$ cat src/rtl/bfly_rnd_stage_mod13.sv
// Round/saturate stage plus radix-2 butterfly placed after the twiddle multiplier, with frame tracking.
// Optional feature: define SAT_CNT_EN to add the 16-bit saturation event counter port sat_cnt.
module bfly_rnd_stage_mod13 #(
    parameter int LANES  = 8,
    parameter int IN_W   = 25,
    parameter int MID_W  = 16,
    parameter int SHIFT  = 7,
    parameter int N_PTS  = 512,
    parameter int ADDR_W = 9
) (
    input  logic                            clk,
    input  logic                            rstn,
    input  logic                            in_valid,
    input  logic                            clr_sat,
    input  logic [LANES-1:0][IN_W-1:0]      din_R_add,
    input  logic [LANES-1:0][IN_W-1:0]      din_Q_add,
    input  logic [LANES-1:0][IN_W-1:0]      din_R_sub,
    input  logic [LANES-1:0][IN_W-1:0]      din_Q_sub,
    output logic [LANES-1:0][MID_W:0]       dout_R_add,
    output logic [LANES-1:0][MID_W:0]       dout_Q_add,
    output logic [LANES-1:0][MID_W:0]       dout_R_sub,
    output logic [LANES-1:0][MID_W:0]       dout_Q_sub,
    output logic                            out_valid,
    output logic [ADDR_W-1:0]               addr_out,
    output logic                            frame_done,
    output logic                            sat_flag
`ifdef SAT_CNT_EN
    ,
    output logic [15:0]                     sat_cnt
`endif
);

    localparam logic signed [IN_W:0] RND_C = (IN_W+1)'(1) << (SHIFT-1);
    localparam logic signed [IN_W:0] MAX_V = {{(IN_W-MID_W+2){1'b0}}, {(MID_W-1){1'b1}}};
    localparam logic signed [IN_W:0] MIN_V = ~MAX_V;
    localparam logic [ADDR_W-1:0]    STEP  = ADDR_W'(LANES);
    localparam logic [ADDR_W-1:0]    LAST  = ADDR_W'(N_PTS - LANES);

    // Rounds half toward +inf, then clips; bit MID_W of the result flags a clip.
    function automatic logic [MID_W:0] round_sat(input logic [IN_W-1:0] x);
        logic signed [IN_W:0] ext;
        logic signed [IN_W:0] shr;
        logic [MID_W:0]       res;
        ext = $signed({x[IN_W-1], x});
        shr = (ext + RND_C) >>> SHIFT;
        if (shr > MAX_V) begin
            res = {1'b1, MAX_V[MID_W-1:0]};
        end else if (shr < MIN_V) begin
            res = {1'b1, MIN_V[MID_W-1:0]};
        end else begin
            res = {1'b0, shr[MID_W-1:0]};
        end
        return res;
    endfunction

    logic [LANES-1:0][MID_W:0]   rs_ra_s;
    logic [LANES-1:0][MID_W:0]   rs_qa_s;
    logic [LANES-1:0][MID_W:0]   rs_rb_s;
    logic [LANES-1:0][MID_W:0]   rs_qb_s;
    logic                        sat_any_s;
    logic                        sat_ev_s;

    logic [LANES-1:0][MID_W-1:0] s1_ra_r;
    logic [LANES-1:0][MID_W-1:0] s1_qa_r;
    logic [LANES-1:0][MID_W-1:0] s1_rb_r;
    logic [LANES-1:0][MID_W-1:0] s1_qb_r;
    logic                        v1_r;

    logic [LANES-1:0][MID_W:0]   bf_ra_s;
    logic [LANES-1:0][MID_W:0]   bf_qa_s;
    logic [LANES-1:0][MID_W:0]   bf_rs_s;
    logic [LANES-1:0][MID_W:0]   bf_qs_s;

    logic [ADDR_W-1:0]           cnt_r;

    // Per-lane round/saturate of all four components and the any-clip summary.
    always_comb begin
        rs_ra_s   = '0;
        rs_qa_s   = '0;
        rs_rb_s   = '0;
        rs_qb_s   = '0;
        sat_any_s = 1'b0;
        for (int l = 0; l < LANES; l++) begin
            rs_ra_s[l] = round_sat(din_R_add[l]);
            rs_qa_s[l] = round_sat(din_Q_add[l]);
            rs_rb_s[l] = round_sat(din_R_sub[l]);
            rs_qb_s[l] = round_sat(din_Q_sub[l]);
            sat_any_s  = sat_any_s | rs_ra_s[l][MID_W] | rs_qa_s[l][MID_W]
                                   | rs_rb_s[l][MID_W] | rs_qb_s[l][MID_W];
        end
        sat_ev_s = in_valid & sat_any_s;
    end

    // S1 registers: capture rounded values on in_valid, hold otherwise.
    always_ff @(posedge clk or negedge rstn) begin
        if (!rstn) begin
            s1_ra_r <= '0;
            s1_qa_r <= '0;
            s1_rb_r <= '0;
            s1_qb_r <= '0;
            v1_r    <= 1'b0;
        end else begin
            v1_r <= in_valid;
            if (in_valid) begin
                for (int l = 0; l < LANES; l++) begin
                    s1_ra_r[l] <= rs_ra_s[l][MID_W-1:0];
                    s1_qa_r[l] <= rs_qa_s[l][MID_W-1:0];
                    s1_rb_r[l] <= rs_rb_s[l][MID_W-1:0];
                    s1_qb_r[l] <= rs_qb_s[l][MID_W-1:0];
                end
            end
        end
    end

    // Butterfly: 16-bit operands sign-extended, so 17 bits always hold the sum and difference.
    always_comb begin
        bf_ra_s = '0;
        bf_qa_s = '0;
        bf_rs_s = '0;
        bf_qs_s = '0;
        for (int l = 0; l < LANES; l++) begin
            bf_ra_s[l] = {s1_ra_r[l][MID_W-1], s1_ra_r[l]} + {s1_rb_r[l][MID_W-1], s1_rb_r[l]};
            bf_qa_s[l] = {s1_qa_r[l][MID_W-1], s1_qa_r[l]} + {s1_qb_r[l][MID_W-1], s1_qb_r[l]};
            bf_rs_s[l] = {s1_ra_r[l][MID_W-1], s1_ra_r[l]} - {s1_rb_r[l][MID_W-1], s1_rb_r[l]};
            bf_qs_s[l] = {s1_qa_r[l][MID_W-1], s1_qa_r[l]} - {s1_qb_r[l][MID_W-1], s1_qb_r[l]};
        end
    end

    // S2 output registers and frame position tracking.
    always_ff @(posedge clk or negedge rstn) begin
        if (!rstn) begin
            dout_R_add <= '0;
            dout_Q_add <= '0;
            dout_R_sub <= '0;
            dout_Q_sub <= '0;
            out_valid  <= 1'b0;
            addr_out   <= '0;
            frame_done <= 1'b0;
            cnt_r      <= '0;
        end else begin
            out_valid <= v1_r;
            if (v1_r) begin
                dout_R_add <= bf_ra_s;
                dout_Q_add <= bf_qa_s;
                dout_R_sub <= bf_rs_s;
                dout_Q_sub <= bf_qs_s;
                addr_out   <= cnt_r;
                frame_done <= (cnt_r == LAST);
                cnt_r      <= (cnt_r == LAST) ? '0 : cnt_r + STEP;
            end else begin
                frame_done <= 1'b0;
            end
        end
    end

    // Sticky saturation flag; a new clip beats a simultaneous clear.
    always_ff @(posedge clk or negedge rstn) begin
        if (!rstn) begin
            sat_flag <= 1'b0;
        end else if (sat_ev_s) begin
            sat_flag <= 1'b1;
        end else if (clr_sat) begin
            sat_flag <= 1'b0;
        end else begin
            sat_flag <= sat_flag;
        end
    end

`ifdef SAT_CNT_EN
    // Saturating count of clipping S1 cycles; clear then increment gives 1.
    always_ff @(posedge clk or negedge rstn) begin
        if (!rstn) begin
            sat_cnt <= 16'h0000;
        end else if (clr_sat) begin
            sat_cnt <= sat_ev_s ? 16'h0001 : 16'h0000;
        end else if (sat_ev_s && (sat_cnt != 16'hFFFF)) begin
            sat_cnt <= sat_cnt + 16'h0001;
        end else begin
            sat_cnt <= sat_cnt;
        end
    end
`endif

endmodule

$ cat config.mk
export PLATFORM = sky130hd
export DESIGN_NAME = bfly_rnd_stage_mod13
export DESIGN_NICKNAME = d
export VERILOG_FILES = /design/src/rtl/bfly_rnd_stage_mod13.sv
export SDC_FILE = /design/constraint.sdc
export NUM_CORES = 2
export LEC_CHECK = 0
export ABC_CLOCK_PERIOD_IN_PS = 3600
export BUFFER_PORTS_ARGS = -buffer_cell sky130_fd_sc_hd__buf_2
export CAP_MARGIN = 10
export CORE_AREA = 2 2 529 531
export DETAILED_ROUTE_END_ITERATION = 16
export DIE_AREA = 0 0 531 533
export PLACE_DENSITY = 0.52
export REMOVE_ABC_BUFFERS = 1
export SLEW_MARGIN = 5
export SYNTH_ARGS = -nofsm -noshare
export SYNTH_HDL_FRONTEND = slang
export SYNTH_SLANG_ARGS = --single-unit
export TNS_END_PERCENT = 20
$ cat constraint.sdc
create_clock -name clk -period 3.6 [get_ports clk]
set_input_delay 0.18 -clock clk [delete_from_list [all_inputs] [get_ports clk]]
set_output_delay 0.18 -clock clk [all_outputs]
set_load 0.05 [all_outputs]
==> impl_metrics.yaml <==
outcome:
  status: "complete, no violations"
floorplanning:
  fp.dieArea_sq_um: 283000
  ios: 1360
  placementRows: 194
  die_w_um: 531
  initial_core_util_pct: 27.53
  die_h_um: 533
  core_sq_um: 277900
yosys:
  syn_area_sq_um: 76510
  async_reset_ff_share_pct: 100.0
  synthDistinctLibCells: 90
  synth.avg_cell_area_sq_um: 8.442
  synth_flop_cell: "dfrtp_1"
  synth-seq-cells: 1056
  synth_cells: 9062
  ys_seq_area_share_pct: 34.54
  yosysWarnings: 0
  synth-edff-count: 0
route:
  postRouteWirelength_um: 330100
  routedWlPerCell_um: 22.32
  drc: 0
  dr.pass1.iters: 7
  first_iter_violations: 5506
  antenna_left: 0
  via_count: 75830
  vias_per_cell: 5.128
placement:
  port_buffers: 1164
  routabilityCongestion: 0.9664
  dp_hpwl_um: 261500
power_and_ir_drop:
  power_frac_comb_pct: 46.8
  leakage_nw: 43.79
  internal_power_w: 0.03271
  swShare_pct: 46.55
  p_total_w: 0.06120
  power_frac_seq_pct: 28.3
  clockPowerShare_pct: 24.9
  p_per_area_nw_per_um2: 610.5
  vdd_drop_max_mv: 0.6448
  p_sw_w: 0.02849
clocking:
  clockRootBuffer: "clkbuf_16"
  tritoncts: "built"
  cts_sinks: 1056
  cts_buffers: 149
  post_cts_buffers: 0
  cts_max_level: 4
  clk_latency_ns: 0.83
  path_clk_slew_ns: 0.06
  cts_buffer_depth: 4
sta:
  fmax_mhz: 299.5
  tightest_slew_ns: 1.028
  timing_max_transition_violations_final: 0
  fin_crit_sh_pct: 92.74
  max_slew_margin_pct: 31.19
  period_needed_ns: 3.338
  hold_viol: 0
  rsz0062_at_grt: "no"
  fin_worst_skew_ns: 0.06934
  setup-tns-final_ns: 0
  setup_viol: 0
global_route:
  antenna_found_initial: 106
  grt_util_all_layers_pct: 22.41
  grt_max_degree: 150
  grt-ovfl-total: 0
  grt_pass1_wl_um: 482700
  grt_pass1_vias: 74260
cells_and_area:
  final_nets: 12280
  fillers: 28660
  ff_latch_area_sq_um: 26430
  multi_input_area_sq_um: 45970
  layout-drive-gt1-share_pct: 17.15
  final_util_pct: 36.07
  area_growth_pct: 31.02
critical_path:
  start_kind: "flip-flop"
  crit_chain: "ha_1 > inv_1 > fa_1 > o21ba_2 > o21bai_1 > a21oi_1 > o21a_1 > or4b_1 > a311oi_2 > nor3_1 > or3b_1"
  r2r_start: "s1_qb_r[48]"
  reg2reg_to: "dout_Q_add[65]"
  crit_type: "reg -> reg"
  critPathArrivalTime_ns: 4.01
  critical_path_cell_count: 11
  critical_path_required_ns: 4.27
  critical_path_buf_inv_count: 1
  startpoint: "s1_qb_r[48]"
  crit_fanout: 3
  reg2reg_slack_ns: 0.26
  r2r_cells: 11
  cp-endpoint: "dout_Q_add[65]"
  crit_path_end_kind: "flip-flop"
  cp_top_family: "compound AO/OA/AOI/OAI gates"
  slowest_delay_ns: 0.59
  critPathSlowestCell: "or4b_1"
worst_hold_path:
  hold_path.class: "in -> reg"
  min_path_cells: 5
job:
  maxCapViolations: 0
final cells by class:
cell class	count	area share, %
antenna	70	0.1748
clock buffer	200	4.273
clock inverter	50	0.6353
inverter	617	2.323
multi-input combinational	6896	45.86
sequential	1056	26.37
tap	3724	4.648
timing repair buffer	2175	15.72
metrics by stage:
step	instance area (sq um)	std cells	setup WS (ns)	hold WS [ns]
after CTS	100000	14720	0.006149	0.0001828
final	100200	14790	0.2615	0.07938
after global routing	100200	14770	0.05609	0.05315
after global placement	87020	13660	-0.01337	0.2887
after detailed placement	87020	13660	0.001387	0.2794
after floorplan	74570	8569	-28.19	-0.1156
worst min-delay path by stage:
| stage | slack [ns] | startpoint | endpoint |
|---|---|---|---|
| floorplan | -0.12 | rstn | addr_out[3] |
| finish | 0.08 | din_R_add[31] | s1_ra_r[17] |
| detailed placement | 0.28 | rstn | dout_R_add[20] |
| global route | 0.05 | din_Q_sub[133] | s1_qb_r[81] |
| CTS | 0.0002 | din_Q_add[23] | s1_qa_r[11] |
| global placement | 0.29 | rstn | dout_R_sub[20] |
cells in the final DEF, fill, tap and decap left out, types with 490 or more instances in the layout:
cell type,count
o21ai_0,490
nor2_1,810
a21oi_1,873
inv_1,615
buf_2,1162
dfrtp_1,1055
nand2_1,618
ha_1,545
dlygate4sd3_1,809
xnor2_1,496
power groups by stage:
stage	Combinational, W	Clock (W)	Sequential [W]
floorplan	0.0108	0	0.0248
global placement	0.0276	0	0.0174
detailed placement	0.0277	0	0.0174
CTS	0.0287	0.0157	0.0173
global route	0.0307	0.0161	0.0176
finish	0.0287	0.0152	0.0173
sequential cells by signal, summed over array words and instances (netlist names):
| signal | flops |
|---|---|
| frame_done | 1 |
| s1_qb_r | 128 |
| addr_out | 6 |
| s1_rb_r | 128 |
| dout_R_add | 128 |
| cnt_r | 6 |
| s1_qa_r | 128 |
| dout_Q_sub | 136 |
| out_valid | 1 |
| dout_R_sub | 136 |
| dout_Q_add | 128 |
| s1_ra_r | 128 |
| v1_r | 1 |
| sat_flag | 1 |
cells in the mapped netlist (all sizes together) (88+ instances only):
cell type / instances / share of area [%]
xnor2: 496 / 5.7
nor2: 810 / 4.0
nand2: 618 / 3.0
o21a: 103 / 1.0
mux2: 145 / 2.1
and3: 124 / 1.0
nor3: 209 / 1.4
dfrtp: 1056 / 35
a21oi: 873 / 5.7
or3: 116 / 0.95
o21ai: 496 / 3.2
nand3: 362 / 2.4
clkbuf: 438 / 2.1
inv: 617 / 3.0
a211oi: 119 / 1.2
o211ai: 134 / 1.3
nand4: 149 / 1.2
nor2b: 136 / 1.1
ha: 545 / 8.9
o31ai: 88 / 0.86
xor2: 258 / 3.0
a31oi: 149 / 1.2
cell families (layout without fill, tap and decap cells):
logic type / Yosys count / after routing / synth area share, %
AOI/OAI and AO/OA: 2464 / 2464 / 20.24
xor gates and xnor gates: 754 / 754 / 8.632
adders and majority gates: 577 / 577 / 9.750
buffers and inverters: 1112 / 3042 / 5.562
DFF: 1056 / 1056 / 34.54
muxes: 158 / 158 / 2.304
other: 1 / 73 / 0.004902
and+or+nand+nor: 2940 / 2940 / 18.97
layer usage:
layer / vias up / share of wire (%) / track usage [%]
li1: 35950 / - / -
met1: 36820 / 43 / 28.40
met2: 2438 / 45 / 35.83
met3: 600 / 6.9 / 4.934
met4: 26 / 5.2 / 11.06
met5: - / 0.056 / 0
worst min-delay path, stage by stage:
cell	delay, ns
buf_2	0.10
ha_1	0.19
xor2_1	0.17
a211oi_1	0.09
a21oi_1	0.11
timing repair:
item	4_1_cts	5_1_grt
gates resized for setup	0	5
endpoints found under the hold margin	795	0
endpoints found under the setup margin	0	4
hold buffers	809	0
Note: power is estimated with default switching activity, not from simulation.
